File: src/rtl/dev_ram_arbiter_pkg.sv
// rtl/dev_ram_arbiter_pkg.sv - shared types and helpers for the RAM arbiter
package pkg_ram_arb;

    typedef enum logic [1:0] {
        IDLE  = 2'd0,
        ISSUE = 2'd1,
        DONE  = 2'd2
    } arb_state_t;

    localparam int N_CLIENTS_MAX = 8;

    // Width of a client index; never narrower than one bit.
    function automatic int client_idx_w(input int n);
        return (n <= 2) ? 1 : $clog2(n);
    endfunction

endpackage

File: src/rtl/dev_ram_arbiter_if.sv
// rtl/dev_ram_arbiter_if.sv - client and RAM-side bus of the RAM arbiter
interface dev_ram_arbiter_if #(
    parameter int N_CLIENTS = 4,
    parameter int ADDR_W    = 16,
    parameter int DATA_W    = 8
);
    logic [N_CLIENTS-1:0]        req;
    logic [N_CLIENTS-1:0]        we;
    logic [N_CLIENTS*ADDR_W-1:0] addr;
    logic [N_CLIENTS*DATA_W-1:0] wdata;
    logic [N_CLIENTS-1:0]        lock;
    logic [N_CLIENTS-1:0]        ack;
    logic [DATA_W-1:0]           rdata;
    logic                        mem_req;
    logic                        mem_we;
    logic [ADDR_W-1:0]           mem_addr;
    logic [DATA_W-1:0]           mem_wdata;
    logic [DATA_W-1:0]           mem_rdata;
    logic                        mem_ack;

    // Environment view: clients and the RAM.
    modport master (
        output req, we, addr, wdata, lock, mem_rdata, mem_ack,
        input  ack, rdata, mem_req, mem_we, mem_addr, mem_wdata
    );

    // Arbiter view.
    modport slave (
        input  req, we, addr, wdata, lock, mem_rdata, mem_ack,
        output ack, rdata, mem_req, mem_we, mem_addr, mem_wdata
    );
endinterface

File: src/rtl/dev_ram_arbiter_picker.sv
// rtl/dev_ram_arbiter_picker.sv - round-robin pick of the next requester after last_i
module dev_rr_picker #(
    parameter int N  = 4,
    parameter int IW = 2
) (
    input  logic [N-1:0]  req_i,
    input  logic [IW-1:0] last_i,
    output logic          valid_o,
    output logic [IW-1:0] idx_o
);

    // Scan from furthest to nearest so the first requester after last_i wins.
    always_comb begin
        valid_o = 1'b0;
        idx_o   = '0;
        for (int k = N; k >= 1; k--) begin
            int c;
            c = (int'(last_i) + k) % N;
            if (req_i[IW'(c)]) begin
                valid_o = 1'b1;
                idx_o   = IW'(c);
            end
        end
    end

endmodule

File: src/rtl/dev_ram_arbiter.sv
// rtl/dev_ram_arbiter.sv - N-client round-robin arbiter for the single-port RAM (optional RAM_ARB_LOCK_EN)
module dev_ram_arbiter
    import pkg_ram_arb::*;
#(
    parameter  int N_CLIENTS = 4,
    parameter  int ADDR_W    = 16,
    parameter  int DATA_W    = 8,
    parameter  int LOCK_MAX  = 16,
    localparam int IDX_W     = client_idx_w(N_CLIENTS)
) (
    input  logic             clk,
    input  logic             rst_n,
    dev_ram_arbiter_if.slave bus,
    output logic [IDX_W-1:0] grant_id_o,
    output logic             busy_o
);

    arb_state_t                             state_q, state_d;
    logic [IDX_W-1:0]                       grant_q, grant_d;
    logic [IDX_W-1:0]                       last_q, last_d;
    logic                                   mem_we_q, mem_we_d;
    logic [ADDR_W-1:0]                      mem_addr_q, mem_addr_d;
    logic [DATA_W-1:0]                      mem_wdata_q, mem_wdata_d;
    logic [DATA_W-1:0]                      rdata_q, rdata_d;
    logic [N_CLIENTS-1:0][ADDR_W-1:0]       addr_a;
    logic [N_CLIENTS-1:0][DATA_W-1:0]       wdata_a;
    logic                                   pick_valid, sel_valid;
    logic [IDX_W-1:0]                       pick_idx, sel_idx;
    logic [N_CLIENTS-1:0]                   ack_vec;

    assign addr_a  = bus.addr;
    assign wdata_a = bus.wdata;

    dev_rr_picker #(.N(N_CLIENTS), .IW(IDX_W)) u_picker (
        .req_i   (bus.req),
        .last_i  (last_q),
        .valid_o (pick_valid),
        .idx_o   (pick_idx)
    );

`ifdef RAM_ARB_LOCK_EN
    localparam int LCW = $clog2(LOCK_MAX + 1);
    logic           lock_q;
    logic [LCW-1:0] lock_cnt_q;
    logic           relock;

    // A lock only survives into the single IDLE cycle right after DONE.
    assign relock    = lock_q && bus.req[grant_q] && (int'(lock_cnt_q) < LOCK_MAX);
    assign sel_valid = relock || pick_valid;
    assign sel_idx   = relock ? grant_q : pick_idx;

    // Track the lock request and how many consecutive grants it has produced.
    always_ff @(posedge clk or negedge rst_n) begin
        if (!rst_n) begin
            lock_q     <= 1'b0;
            lock_cnt_q <= '0;
        end else begin
            lock_q <= (state_q == DONE) && bus.lock[grant_q];
            if (state_q == IDLE && sel_valid)
                lock_cnt_q <= relock ? lock_cnt_q + 1'b1 : LCW'(1);
        end
    end
`else
    logic unused_lock;
    assign unused_lock = ^bus.lock;
    assign sel_valid   = pick_valid;
    assign sel_idx     = pick_idx;
`endif

    // Next-state: latch the winner in IDLE, wait for the RAM, pulse ack in DONE.
    always_comb begin
        state_d     = state_q;
        grant_d     = grant_q;
        last_d      = last_q;
        mem_we_d    = mem_we_q;
        mem_addr_d  = mem_addr_q;
        mem_wdata_d = mem_wdata_q;
        rdata_d     = rdata_q;
        case (state_q)
            IDLE: begin
                if (sel_valid) begin
                    grant_d     = sel_idx;
                    mem_we_d    = bus.we[sel_idx];
                    mem_addr_d  = addr_a[sel_idx];
                    mem_wdata_d = wdata_a[sel_idx];
                    state_d     = ISSUE;
                end
            end
            ISSUE: begin
                if (bus.mem_ack) begin
                    rdata_d = mem_we_q ? '0 : bus.mem_rdata;
                    state_d = DONE;
                end
            end
            DONE: begin
                last_d  = grant_q;
                state_d = IDLE;
            end
            default: state_d = IDLE;
        endcase
    end

    // State registers; reset is asynchronous so mem_req drops immediately.
    always_ff @(posedge clk or negedge rst_n) begin
        if (!rst_n) begin
            state_q     <= IDLE;
            grant_q     <= '0;
            last_q      <= IDX_W'(N_CLIENTS - 1);
            mem_we_q    <= 1'b0;
            mem_addr_q  <= '0;
            mem_wdata_q <= '0;
            rdata_q     <= '0;
        end else begin
            state_q     <= state_d;
            grant_q     <= grant_d;
            last_q      <= last_d;
            mem_we_q    <= mem_we_d;
            mem_addr_q  <= mem_addr_d;
            mem_wdata_q <= mem_wdata_d;
            rdata_q     <= rdata_d;
        end
    end

    // One-hot completion pulse to the granted client.
    always_comb begin
        ack_vec = '0;
        if (state_q == DONE)
            ack_vec[grant_q] = 1'b1;
    end

    assign bus.ack       = ack_vec;
    assign bus.rdata     = rdata_q;
    assign bus.mem_req   = (state_q == ISSUE);
    assign bus.mem_we    = mem_we_q;
    assign bus.mem_addr  = mem_addr_q;
    assign bus.mem_wdata = mem_wdata_q;
    assign grant_id_o    = grant_q;
    assign busy_o        = (state_q == ISSUE);

endmodule

File: src/flat_wrapper.sv
// flat-port wrapper written by rule: the top's interface ports become plain ports
module dev_ram_arbiter_flat import pkg_ram_arb::*;
#(
    parameter  int N_CLIENTS = 4,
    parameter  int ADDR_W    = 16,
    parameter  int DATA_W    = 8,
    parameter  int LOCK_MAX  = 16,
    localparam int IDX_W     = client_idx_w(N_CLIENTS)
)
  (clk, rst_n, grant_id_o, busy_o, bus_req, bus_we, bus_addr, bus_wdata, bus_lock, bus_mem_rdata, bus_mem_ack, bus_ack, bus_rdata, bus_mem_req, bus_mem_we, bus_mem_addr, bus_mem_wdata);
  dev_ram_arbiter_if #(.N_CLIENTS(N_CLIENTS), .ADDR_W(ADDR_W), .DATA_W(DATA_W)) bus_i ();
  input  logic clk;
  input  logic rst_n;
  output logic [IDX_W-1:0] grant_id_o;
  output logic busy_o;
  input wire logic [$bits(bus_i.req)-1:0] bus_req;
  input wire logic [$bits(bus_i.we)-1:0] bus_we;
  input wire logic [$bits(bus_i.addr)-1:0] bus_addr;
  input wire logic [$bits(bus_i.wdata)-1:0] bus_wdata;
  input wire logic [$bits(bus_i.lock)-1:0] bus_lock;
  input wire logic [$bits(bus_i.mem_rdata)-1:0] bus_mem_rdata;
  input wire logic [$bits(bus_i.mem_ack)-1:0] bus_mem_ack;
  output wire logic [$bits(bus_i.ack)-1:0] bus_ack;
  output wire logic [$bits(bus_i.rdata)-1:0] bus_rdata;
  output wire logic [$bits(bus_i.mem_req)-1:0] bus_mem_req;
  output wire logic [$bits(bus_i.mem_we)-1:0] bus_mem_we;
  output wire logic [$bits(bus_i.mem_addr)-1:0] bus_mem_addr;
  output wire logic [$bits(bus_i.mem_wdata)-1:0] bus_mem_wdata;
  assign bus_i.req = bus_req;
  assign bus_i.we = bus_we;
  assign bus_i.addr = bus_addr;
  assign bus_i.wdata = bus_wdata;
  assign bus_i.lock = bus_lock;
  assign bus_i.mem_rdata = bus_mem_rdata;
  assign bus_i.mem_ack = bus_mem_ack;
  assign bus_ack = bus_i.ack;
  assign bus_rdata = bus_i.rdata;
  assign bus_mem_req = bus_i.mem_req;
  assign bus_mem_we = bus_i.mem_we;
  assign bus_mem_addr = bus_i.mem_addr;
  assign bus_mem_wdata = bus_i.mem_wdata;
  dev_ram_arbiter #(.N_CLIENTS(N_CLIENTS), .ADDR_W(ADDR_W), .DATA_W(DATA_W), .LOCK_MAX(LOCK_MAX)) u_core (.clk(clk), .rst_n(rst_n), .bus(bus_i), .grant_id_o(grant_id_o), .busy_o(busy_o));
endmodule
File: config.mk
export PLATFORM = sky130hd
export DESIGN_NAME = dev_ram_arbiter_flat
export DESIGN_NICKNAME = d
export VERILOG_FILES = /design/src/rtl/dev_ram_arbiter_pkg.sv /design/src/rtl/dev_ram_arbiter_if.sv /design/src/rtl/dev_ram_arbiter_picker.sv /design/src/rtl/dev_ram_arbiter.sv /design/src/flat_wrapper.sv
export SDC_FILE = /design/constraint.sdc
export NUM_CORES = 1
export LEC_CHECK = 0
export CAP_MARGIN = 20
export CORE_MARGIN = 1
export CORE_UTILIZATION = 30
export DETAILED_ROUTE_END_ITERATION = 10
export PLACE_DENSITY = 0.73
export SLEW_MARGIN = 40
export SYNTH_ARGS = -nofsm -noshare
export SYNTH_HDL_FRONTEND = slang
export SYNTH_SLANG_ARGS = --single-unit
File: constraint.sdc
create_clock -name clk -period 1.7 [get_ports clk]
set_input_delay 0.17 -clock clk [delete_from_list [all_inputs] [get_ports clk]]
set_output_delay 0.17 -clock clk [all_outputs]
set_load 0.005 [all_outputs]
### Yosys cells after proc, flatten, opt, wreduce, memory -nomap -nowiden

Index checks and enable logic that the tools add are counted.
W data, S select, Z words.

| cells by class | value |
|---|---|
| add/subtract/negate cells | 4 |
| order comparisons | 7 |
| eq/ne operators | 4 |
| muxes and demuxes | 33 |
| reduce and logical (&&, ||, !) cells | 5 |

Operator list:

| cell | number |
|---|---|
| $bmux W16 S2 | 1 |
| $bmux W8 S2 | 1 |
| $lt A2 B4 Y1 const B | 4 |
| $mux W16 | 1 |
| $mux W8 | 2 |
| $mux W1 | 14 |
| $mux W2 | 6 |
| $bmux W1 S2 | 5 |
| $lt A2 B3 Y1 const B | 2 |
| $reduce_and A2 Y1 | 3 |
| $add A2 B1 Y2 const B | 2 |
| $add A2 B2 Y2 const B | 2 |
| $mux W4 | 1 |
| $pmux W2 S2 | 1 |
| $demux W1 S2 | 1 |
| $eq A2 B1 Y1 const B | 1 |
| $eq A2 B2 Y1 const B | 1 |
| $ge A2 B1 Y1 const B | 1 |
| $logic_not A2 Y1 | 1 |
| $ne A2 B1 Y1 const B | 1 |
| $ne A2 B2 Y1 const B | 1 |
| $logic_and A1 B1 Y1 | 1 |

| storage, ports and cells | value |
|---|---|
| bits in registers | 39 |
| input port bits | 119 |
| output and inout bits | 41 |
| logic and storage cells | 60 |

### Longest topological paths before layout

| logic depth | value |
|---|---|
| depth after elaboration | 10 |
| depth in mapped cells | 7 |

### By module

A second synthesis with hierarchy kept.

| unflattened totals | value |
|---|---|
| cell total of the unflattened synthesis | 144 |
| area total of the unflattened synthesis | 2,361.0 um^2 |

By module, submodules not included:

| module | times used | cells an instance | area each (um^2) |
|---|---|---|---|
| dev_ram_arbiter | 1 | 130 | 2,269.7 |
| dev_rr_picker | 1 | 14 | 91.3 |

### Worst setup path before layout

Ideal clock, no wire load.

| timing path | value |
|---|---|
| path kind | reg-to-reg |
| start point | reg u_core.last_q[0] |
| end point | reg u_core.mem_wdata_q[0], in the netlist u_core.bus.mem_wdata[0] |
| setup time | 0.142 ns |
| arrival time | 1.550 ns |
| required time | 1.558 ns |
| setup slack | 0.007 ns |
| stages on the path, launching flop included | 8 |
| cell sequence | dfstp_2 -> nand2b_1 -> o21ai_1 -> a211oi_1 -> buf_2 -> buf_4 -> mux2i_1 -> o221ai_1 |

| on the way | value |
|---|---|
| longest elaborated chain between the ends | 10 |

Ends and longest elaborated chain:

| what | RTL line | text |
|---|---|---|
| start, declared | dev_ram_arbiter.sv:20 | `logic [IDX_W-1:0] last_q, last_d;` |
| start signal, assigned | dev_ram_arbiter.sv:108 | `last_q <= IDX_W'(N_CLIENTS - 1);` |
| start signal, assigned | dev_ram_arbiter.sv:116 | `last_q <= last_d;` |
| $add A2 B1 Y2 | dev_ram_arbiter_picker.sv:18 | `c = (int'(last_i) + k) % N;` |
| $bmux W1 S2 | dev_ram_arbiter_picker.sv:19 | `if (req_i[IW'(c)]) begin` |
| $mux W1 (implied by the code) (2 in series) | dev_ram_arbiter_picker.sv:19 |  |
| $mux W2 (4 in series) | dev_ram_arbiter_picker.sv:19 |  |
| $bmux W8 S2 | dev_ram_arbiter.sv:85 | `mem_wdata_d = wdata_a[sel_idx];` |
| $mux W8 (implied by the code) | dev_ram_arbiter.sv:85 |  |
| end signal, assigned | dev_ram_arbiter.sv:119 | `mem_wdata_q <= mem_wdata_d;` |
| end, declared | dev_ram_arbiter.sv:23 | `logic [DATA_W-1:0] mem_wdata_q, mem_wdata_d;` |

Several ways; a longest one is shown, not always the timed one. The select of a mux whose other input is x is not followed.
A chain may end at the register's enable or synchronous reset.

### Worst setup path after layout

| timing path | value |
|---|---|
| start point | reg u_core.last_q[0] |
| end point | reg u_core.mem_addr_q[6], in the netlist u_core.bus.mem_addr[6] |

| on the way | value |
|---|---|
| longest elaborated chain between the ends | 10 |

Ends and longest elaborated chain:

| what | RTL line | text |
|---|---|---|
| $add A2 B1 Y2 | dev_ram_arbiter_picker.sv:18 |  |
| $bmux W1 S2 | dev_ram_arbiter_picker.sv:19 |  |
| $mux W1 (implied by the code) (2 in series) | dev_ram_arbiter_picker.sv:19 |  |
| $mux W2 (4 in series) | dev_ram_arbiter_picker.sv:19 |  |
| $bmux W16 S2 | dev_ram_arbiter.sv:84 | `mem_addr_d = addr_a[sel_idx];` |
| $mux W16 (implied by the code) | dev_ram_arbiter.sv:84 |  |
| end signal, assigned | dev_ram_arbiter.sv:118 | `mem_addr_q <= mem_addr_d;` |
| end, declared | dev_ram_arbiter.sv:22 | `logic [ADDR_W-1:0] mem_addr_q, mem_addr_d;` |

Several ways; a longest one is shown, not always the timed one. The select of a mux whose other input is x is not followed.

==> results by group <==
Outcome
  • Run status: complete, but fails checks
  • Failing checks: setup timing

CTS
  • Clock root cell: clkbuf_8
  • Maximum root-to-sink buffer count: 2
  • CTS Buf Count: 5
  • CTS tree: done
  • Later-pin clock latency in the skew report: 0.29 ns
  • CTS Sinks: 39
  • H-tree depth: 2
  • Reg clk slew, reported paths: 0.08 ns

Floorplan
  • Core area: 6944 um^2
  • # IOs: 160
  • # rows: 30
  • DIE HEIGHT: 87.90 um
  • Die area: 7726 um^2
  • Die Wd: 87.90 um
  • Initial Util: 31.87%

Setup path
  • Reg2Reg Launch Point: u_core.last_q[0]$_DFFE_PN1P_
  • CP Capture Type: flop
  • CP Launch Type: flop
  • R2r setup slk: -0.15 ns
  • Max FO, Critical Path: 13
  • Worst setup path category: reg2reg
  • Crit path DAT: 2.01 ns
  • FF-to-FF End: u_core.bus.mem_addr[6]$_DFFE_PN0P_
  • Worst reg-to-reg path cell count: 7
  • Critical Path RT: 1.86 ns

Yosys
  • Netlist Area Pre-Place: 2213 um^2
  • Avg Cell Area, Syn: 10.20 um^2
  • Seq cells post-synth: 39
  • Mapped Cells: 217
  • Library cells used by synthesis: 23
  • Syn nets: 336
  • Seq/Total Area, Yosys: 44.21%
  • YS warnings: 0

Layout
  • Layout cells sized above 1: 11.57%
  • Fill count: 578
  • Nets: 507
  • Non-filler cells, final: 485
  • Diodes inserted: 0
  • Area delta synth->final: 91.29%

Routing
  • Antenna-violating nets left: 0
  • Residual DRC: 0
  • Drt total wl: 7351 um
  • Vias post-DR: 2330
  • Wirelength per Cell: 15.16 um
  • Initial drt markers: 83
  • Drt first pass iters: 4
  • Post-DR vias/cell: 4.804

Pwr
  • Leakage power total: 1.857 nW
  • Worst IR Drop VDD: 0.0005281 V
  • Total power draw: 5.790 mW
  • Power Density: 1367 nW/um^2

Global routing
  • Initial antenna violation count: 0
  • First-pass GRT wire length: 10630 um
  • Gr usage total: 18.17%
  • Vias in the first global route: 2341
  • Largest net degree at the start of global routing: 30
  • Overflow after GRT: 0

Placed design
  • RePlAce Congestion: 0.7936
  • Port Buffers: 155
  • Post-Place Setup Slack: -0.3501 ns
  • HPWL Detailed: 5517 um
  • Placed instance count: 468

STA
  • Min Tclk post-route: 1.853 ns
  • Tcrit/Tclk final: 109.0%
  • Setup TNS: -2.539 ns
  • Setup Skew: 0.003652 ns
  • Tightest Pin Transition: 0.4845 ns
  • # setup viols final: 25
  • RSZ-0062 raised after global routing: yes
  • Final Hold Viols: 0
  • Max Freq: 0.5398 GHz
  • Relative slew slack: 67.70%
  • Final worst setup slack: -0.1526 ns
  • Pins Over Slew Limit: 0

Job
  • Max_cap viols: 0

Worst hold path
  • HP Class: in2async
-- cells by family (layout without fill, tap and decap cells) --
group                  count (synthesis)  in the layout  synth area share (%)
and+or+nand+nor                       68             68                 13.91
buffers and inverters                 20            192                 5.540
AOI/OAI and AO/OA                     40             40                 13.74
DFF                                   39             39                 44.21
muxes                                 50             50                 22.61
-- worst max-delay path, cell delays in order, from the launching register on --
cell and delay [ns]:
dfstp_2 0.56, nand2b_4 0.14, o21ai_4 0.06, a211oi_4 0.24, buf_12 0.19, buf_12 0.16, mux2i_1 0.21, o221ai_1 0.14
-- state kept, by name, summed over array words and instances, names as in the netlist --
name / count
u_core.bus.mem_addr: 16
u_core.last_q: 2
u_core.bus.rdata: 8
u_core.bus.mem_we: 1
u_core.state_q: 2
u_core.grant_id_o: 2
u_core.bus.mem_wdata: 8
-- synth_stat cells, drive strengths merged --
| cell | count | area, um^2 |
|---|---|---|
| nand2b | 14 | 87.58 |
| dfrtp | 37 | 925.9 |
| a211o | 1 | 8.760 |
| a211oi | 1 | 7.510 |
| mux2i | 50 | 500.5 |
| inv | 3 | 11.26 |
| nand2 | 43 | 161.4 |
| a21oi | 1 | 5.000 |
| buf | 11 | 88.83 |
| nand3b | 1 | 7.510 |
| and3 | 1 | 6.260 |
| nor3b | 1 | 7.510 |
| o221ai | 26 | 227.7 |
| or2 | 1 | 6.260 |
| nor2b | 1 | 6.260 |
| nor2 | 4 | 15.01 |
| dfstp | 2 | 52.55 |
| o21ai | 11 | 55.05 |
| nor3 | 2 | 10.01 |
| clkbuf | 6 | 22.52 |
-- metrics by stage --
step | hold WS [ns] | area, um^2 | util (%)
global route | 0.4152 | 4234 | 60.97
global placement | 0.1682 | 3984 | 57.37
floorplan | -0.1256 | 2213 | -
CTS | 0.3802 | 4192 | 60.36
finish | 0.3722 | 4234 | 60.97
detailed placement | 0.1628 | 3984 | 57.37
-- cell usage in the layout, fill, tap and decap left out, types with 2 or more instances in the layout --
cell type and n:
clkbuf_8 5, buf_12 6, clkbuf_1 3, o221ai_1 26, inv_1 3, dlymetal6s2s_1 2
dfrtp_1 37, buf_6 3, nor3_1 2, o21ai_1 2, buf_4 15, dfstp_2 2
nand2b_1 11, nand2_1 43, mux2i_1 45, o21ai_0 8, dlygate4sd2_1 3, mux2i_2 4
nor2_1 4, clkdlybuf4s50_1 149, nand2b_4 3
-- worst max-delay path by stage --
| stage | startpoint | to | slack (ns) | cells after the start |
|---|---|---|---|---|
| finish | u_core.last_q[0]$_DFFE_PN1P_ | u_core.bus.mem_addr[6]$_DFFE_PN0P_ | -0.15 | 7 |
| global route | u_core.last_q[0]$_DFFE_PN1P_ | u_core.bus.mem_addr[3]$_DFFE_PN0P_ | -0.22 | 7 |
| CTS | u_core.last_q[0]$_DFFE_PN1P_ | u_core.bus.mem_addr[6]$_DFFE_PN0P_ | -0.15 | 7 |
| global placement | bus_req[3] | u_core.bus.mem_addr[6]$_DFFE_PN0P_ | -0.29 | 8 |
| detailed placement | bus_req[3] | u_core.bus.mem_addr[5]$_DFFE_PN0P_ | -0.35 | 8 |
| floorplan | u_core.last_q[0]$_DFFE_PN1P_ | u_core.bus.mem_wdata[0]$_DFFE_PN0P_ | 0.007 | 7 |
-- where the power goes --
part | internal (mW) | total [mW] | switching (mW)
sequential | 1.38 | 1.65 | 0.263
clock | 0.292 | 0.614 | 0.322
combinational | 2.11 | 3.53 | 1.42
total | 3.79 | 5.79 | 2.00
-- repair_timing --
item	in CTS	in global routing
gates cloned	1	0
setup endpoints to repair	29	27
pin swaps	10	5
hold buffers	1	0
setup buffers	5	2
resized for setup	15	7
hold endpoints to repair	17	0
-- cell type report --
class | instances | area [um^2] | share of cell area (%)
clock buffers | 8 | 80.08 | 1.891
inverters | 3 | 11.26 | 0.2660
multi-input cells | 158 | 1192 | 28.16
flip-flops and latches | 39 | 978.4 | 23.11
well taps | 96 | 120.1 | 2.837
repair buffers | 181 | 1852 | 43.74
-- per-layer routing --
layer	track usage [%]	part of all wire (%)	up-vias	wire length (um)
met5	0	0	-	0
met4	6.706	2.1	0	155
met3	5.184	8.1	14	596
met2	32.06	51	104	3746
met1	20.83	39	1085	2852
li1	-	-	1127	-
Power figures use the tool's default switching activity.
==> RTL change 1, RTL diff (same settings) <==
`N_CLIENTS` is set to 4 in 3 places; all go to 6.
--- a/src/rtl/dev_ram_arbiter_if.sv
+++ b/src/rtl/dev_ram_arbiter_if.sv
@@ -2,3 +2,3 @@
 interface dev_ram_arbiter_if #(
-    parameter int N_CLIENTS = 4,
+    parameter int N_CLIENTS = 6,
     parameter int ADDR_W    = 16,
--- a/src/rtl/dev_ram_arbiter.sv
+++ b/src/rtl/dev_ram_arbiter.sv
@@ -4,3 +4,3 @@
 #(
-    parameter  int N_CLIENTS = 4,
+    parameter  int N_CLIENTS = 6,
     parameter  int ADDR_W    = 16,
--- a/src/flat_wrapper.sv
+++ b/src/flat_wrapper.sv
@@ -3,3 +3,3 @@
 #(
-    parameter  int N_CLIENTS = 4,
+    parameter  int N_CLIENTS = 6,
     parameter  int ADDR_W    = 16,
Interface: changed (7 resized); port bits go from 160 to 217. No check against the original RTL was run, so the function may have changed too.
==> RTL change 1 against the unedited design <==
  * The run still ends with setup timing left
  * Sequential cell count is 2 higher
  * Synthesized area is 71% higher
  * Worst setup slack got worse by 1700 ps
  * Sequential power up 15%
  * First-iteration DRC count rose to 2.7 times the old value
  * Power grew to 3.8 times the old value
  * Routed wire length rose by 110%
  * Cell count is 74% higher
  * Cell area is 80% higher
  * Via count is 85% higher
  * Largest power group unchanged
==> RTL change 1: results (changes against the unedited design) <==
- First-pass GRT wire length: 23.1 mm (was 10.6 mm)
- Data arrival, critical path: 3720 ps (was 2010 ps)
- Clock root cell: clkbuf_16 (was clkbuf_8)
- Final Setup Violations: 29 (was 25)
- Post-synth top area share: 25.8% (was 41.8%)
- Post-detail-place hpwl: 11.6 mm (was 5.52 mm)
- PnR worst setup slack: -1840 ps (was -153 ps)
- Share of layout cells above drive strength 1: 31.3% (was 11.6%)
- Vias: 4,316 (was 2,330)
- Clk_skew: 7.25 ps (was 3.65 ps)
- PortBufs: 210 (was 155)
- Most instantiated cells after synthesis: 82 x mux2i_1, 39 x dfrtp_1, 34 x nor2_1, 28 x a211o_1, 22 x nand2_1 (was 50 x mux2i_1, 43 x nand2_1, 37 x dfrtp_1, 26 x o221ai_1, 14 x nand2b_1)
- GRT Resource Usage Total: 22.8% (was 18.2%)
- Worst VDD drop: 1.43 mV (was 0.528 mV)
- Failing checks: setup timing (unchanged)
- Syn Nets: 578 (was 336)
- Final non-filler cell total: 845 (was 485)
- Comb pwr share: 85.6% (was 61.0%)
- Crit path max fanout: 5 (was 13)
- Leading post-synthesis cells by cell area: dfrtp_1 26%, mux2i_1 22%, o22ai_2 6.6% (was dfrtp_1 42%, mux2i_1 23%, o221ai_1 10%)
- Worst r2r path cells: 16 (was 7)
- Largest net degree at the start of global routing: 19 (was 30)
- Max-slew headroom: 69.5% (was 67.7%)
- Max incr delay on CP: 590 ps (was 560 ps)
- Fillcell total: 946 (was 578)
- PnR Total Power: 21,900 uW (was 5790 uW)
- Final wirelength: 15.5 mm (was 7.35 mm)
- Reg2reg end: u_core.bus.mem_addr[14]$_DFFE_PN0P_ (was u_core.bus.mem_addr[6]$_DFFE_PN0P_)
- Leakage power: 0.00333 uW (was 0.00186 uW)
- Mapped Cells: 395 (was 217)
- Unique masters post-synth: 60 (was 23)
- Clk pwr: 1270 uW (was 614 uW)
- Status: finished with violations (unchanged)
- Switching power: 8910 uW (was 2000 uW)
-- RTL change 1: cell count changes after synthesis, sizes merged, moves of 5 or more --
cell,delta
mux2i,+32
nor2,+31
a211o,+27
o221ai,-25
o22ai,+25
nand2,-21
buf,+12
inv,+11
nor3,+11
ha,+10
nand3,+6
o21ai,+6
a21o,+5
-- RTL change 1: area by class of cell --
class                           instances  area [um^2]  area share, %
Clock buffer                            5          125           1.64
Clock inverter                          3         68.8          0.903
Inverter                               14         55.1          0.722
Multi-Input combinational cell        312         3070           40.3
Sequential cell                        41         1030           13.5
Tap cell                              168          210           2.76
Timing Repair Buffer                  302         3070           40.2
-- RTL change 1: through the flow --
stage	hold slack, ps	instance area, um^2	TNS, ps	util (%)	worst slack (ps)
2_1_floorplan	-126	3840	-54850	-	-1990
3_3_place_gp	124	6560	-50250	53.9	-1980
3_5_place_dp	126	6560	-53120	53.9	-2090
4_1_cts	348	7280	-50070	59.8	-1820
5_1_grt	391	7620	-53090	62.7	-1930
6_report	341	7620	-49940	62.7	-1840
-- RTL change 1: cells by family after synthesis --
group                    Yosys count  share of synthesized area, %
AO/OA/AOI/OAI                    107                          24.3
AND/OR/NAND/NOR                  105                          13.6
multiplexers                      86                          23.5
buffers and inverters             42                          6.42
flip-flops                        41                          27.2
adder cells (fa/ha/maj)           10                          3.31
XOR/XNOR                           4                          1.62
-- RTL change 1: how the worst max path moves through the flow --
stage,from,cells after the start,slack (ps),endpoint
3_3_place_gp,u_core.last_q[1]$_DFFE_PN0P_,15,-1980,u_core.bus.mem_addr[14]$_DFFE_PN0P_
3_5_place_dp,u_core.last_q[1]$_DFFE_PN0P_,15,-2090,u_core.bus.mem_addr[14]$_DFFE_PN0P_
6_report,u_core.last_q[0]$_DFFE_PN1P_,16,-1840,u_core.bus.mem_addr[14]$_DFFE_PN0P_
2_1_floorplan,u_core.last_q[0]$_DFFE_PN1P_,18,-1990,u_core.bus.mem_addr[0]$_DFFE_PN0P_
4_1_cts,u_core.last_q[0]$_DFFE_PN1P_,15,-1820,u_core.bus.mem_addr[14]$_DFFE_PN0P_
5_1_grt,u_core.last_q[0]$_DFFE_PN1P_,15,-1930,u_core.bus.mem_addr[14]$_DFFE_PN0P_
-- RTL change 1: per-layer routing --
metal	wire, um	GRT usage (%)
met5	0	0
met1	6120	26.5
met3	921	4.55
met2	8040	41.7
met4	416	7.27
-- RTL change 1: repair_timing --
item | in CTS | in global routing
pin swaps | 13 | 16
hold endpoints to repair | 16 | 0
setup endpoints to repair | 37 | 30
buffers inserted | 13 | 7
gates cloned | 5 | 1
hold buffers | 1 | 0
gates resized for setup | 78 | 54
==> RTL change 2, RTL diff (same settings) <==
Without the edit above. `mem_addr_q`, `mem_wdata_q` and `rdata_q` no longer have a reset.
--- a/src/rtl/dev_ram_arbiter.sv
+++ b/src/rtl/dev_ram_arbiter.sv
@@ -109,5 +109,2 @@
             mem_we_q    <= 1'b0;
-            mem_addr_q  <= '0;
-            mem_wdata_q <= '0;
-            rdata_q     <= '0;
         end else begin
@@ -117,6 +114,9 @@
             mem_we_q    <= mem_we_d;
-            mem_addr_q  <= mem_addr_d;
-            mem_wdata_q <= mem_wdata_d;
-            rdata_q     <= rdata_d;
         end
+    end
+
+    always_ff @(posedge clk) begin
+        mem_addr_q  <= mem_addr_d;
+        mem_wdata_q <= mem_wdata_d;
+        rdata_q     <= rdata_d;
     end
Behaviour: not the same (Yosys sat finds a counterexample within 4 cycles, from zero or initial values and one cycle with rst_n low).
==> RTL change 2 against the unedited design <==
  * The run still ends with setup timing left
  * Via count down 13%
  * Power down 5.7%
  * Largest power group unchanged
  * Critical path type unchanged
  * Clock power up 0.7%
  * Synthesized area rose by 1.2%
  * Cell area rose by 0.65%
  * Die area increased by 1.2%
  * Routed wire length is 9.5% lower
  * Sequential cell count unchanged
  * Worst setup slack worse by 94 ps
==> RTL change 2: results (changes against the unedited design) <==
- Data arrival, critical path: 1980 ps (was 2010 ps)
- Status: finished with violations (unchanged)
- Syn Nets: 290 (was 336)
- Vias in the first global route: 2,024 (was 2,341)
- Int Pwr: 3730 uW (was 3790 uW)
- Placed Cells incl. Taps: 428 (was 468)
- Non-clk bufs: 172 (was 181)
- Final non-filler cell total: 442 (was 485)
- Ys flop type: edfxtp_1 (was dfrtp_1)
- DRT iter0 DRCs: 38 (was 83)
- GRT Resource Usage Total: 16.7% (was 18.2%)
- Post-synthesis xor/xnor area fraction: 0% (unchanged)
- Synth Warn #: 0 (unchanged)
- # clk buffers: 7 (was 8)
- Clock-cell share: 1.91% (was 1.89%)
- Leakage power: 0.00175 uW (was 0.00186 uW)
- Syn avg cell area: 13.1 um^2 (was 10.2 um^2)
- EDFF count, synth: 32 (was 0)
- PnR worst setup slack: -247 ps (was -153 ps)
- Most instantiated cells after synthesis: 74 x mux2i_1, 32 x edfxtp_1, 9 x nor2b_1, 7 x nand2_1 (was 50 x mux2i_1, 43 x nand2_1, 37 x dfrtp_1, 26 x o221ai_1, 14 x nand2b_1)
- Post-CTS Resized: 13 (was 15)
- Slew at the pin closest to its max-slew limit: 529 ps (was 485 ps)
- Worst VDD drop: 0.494 mV (was 0.528 mV)
- Multi-input combinational area share: 25.5% (was 28.2%)
- P_seq: 1780 uW (was 1650 uW)
- Failing checks: setup timing (unchanged)
- Clock Sinks: 39 (unchanged)
- Share of layout cells above drive strength 1: 10.8% (was 11.6%)
- Combinational gate power: 3070 uW (was 3530 uW)
- Compound-Gate Fraction of Synth Area: 3.74% (was 13.7%)
- Sequential power share: 32.5% (was 28.4%)
- Seq. cell area: 1140 um^2 (was 978 um^2)
- First-pass GRT wire length: 9.74 mm (was 10.6 mm)
- Final Setup Violations: 25 (unchanged)
- Mux contribution to synthesized area: 33.1% (was 22.6%)
- Number of post-CTS setup repair buffers: 4 (was 5)
- Vias: 2,024 (was 2,330)
- Wirelength per Cell: 15.0 um (was 15.2 um)
- Crit path max fanout: 11 (was 13)
- CTS max path bufs: 2 (unchanged)
- Largest net degree at the start of global routing: 15 (was 30)
- DP Area: 4020 um^2 (was 3980 um^2)
- #MultiIn Comb: 121 (was 158)
- Setup TNS: -4670 ps (was -2540 ps)
- Routability Congestion: 0.716 (was 0.794)
- Asr flop ratio synth: 17.9% (was 100%)
- Final nets: 461 (was 507)
- Signal buffers share of area: 42.6% (was 43.7%)
- Clk_skew: 5.54 ps (was 3.65 ps)
- Unique masters post-synth: 27 (was 23)
- Seq/total area: 26.7% (was 23.1%)
- Leading post-synthesis cells by cell area: edfxtp_1 43%, mux2i_1 33%, dfrtp_1 5.6% (was dfrtp_1 42%, mux2i_1 23%, o221ai_1 10%)
- Fillcell total: 610 (was 578)
- Family with the most delay on the worst path: multiplexers (was flip-flops)
## RTL change 2: cell count changes in the layout (fill, tap and decap cells not counted), sizes merged, moves of 2 or more
cell          delta
mux2i           +24
dfrtp           -32
nand2           -36
nand2b          -10
o21ai            -7
nor2b            +8
dlymetal6s2s     +2
edfxtp          +32
and2             +3
o221ai          -26
buf              -9
or3              +2
## RTL change 2: cells by family (layout without fill, tap and decap cells)
| kind of cell | Yosys count | count (layout) |
|---|---|---|
| AND/OR/NAND/NOR | 36 | 36 |
| AO/OA/AOI/OAI | 11 | 11 |
| buffers and inverters | 11 | 183 |
| flip-flops | 39 | 39 |
| multiplexers | 74 | 74 |
## RTL change 2: path summary, 6_finish.rpt
| check | slack (ps) | end | start |
|---|---|---|---|
| setup / recovery | -250 | u_core.bus.mem_addr[15]$_DFFE_PP_ | u_core.last_q[1]$_DFFE_PN1P_ |
| hold / removal | 160 | u_core.state_q[0]$_DFFE_PN0P_ | rst_n |
| setup reg to reg | -250 | u_core.bus.mem_addr[15]$_DFFE_PP_ | u_core.last_q[1]$_DFFE_PN1P_ |
| hold reg to reg | 500 | u_core.last_q[0]$_DFFE_PN1P_ | u_core.last_q[0]$_DFFE_PN1P_ |
| max in group asynchronous | 1240 | u_core.last_q[0]$_DFFE_PN1P_ | rst_n |
| min in group clk | 500 | u_core.last_q[0]$_DFFE_PN1P_ | u_core.last_q[0]$_DFFE_PN1P_ |
## RTL change 2: layer usage
| layer | vias up | wire length [um] | part of all wire (%) | global-route usage [%] |
|---|---|---|---|---|
| met4 | 0 | 55 | 0.83 | 3.96 |
| met3 | 5 | 638 | 9.6 | 5.78 |
| met2 | 102 | 3430 | 52 | 31.6 |
| met1 | 937 | 2530 | 38 | 17.6 |
| li1 | 980 | - | - | - |
| met5 | - | 0 | 0 | 0 |
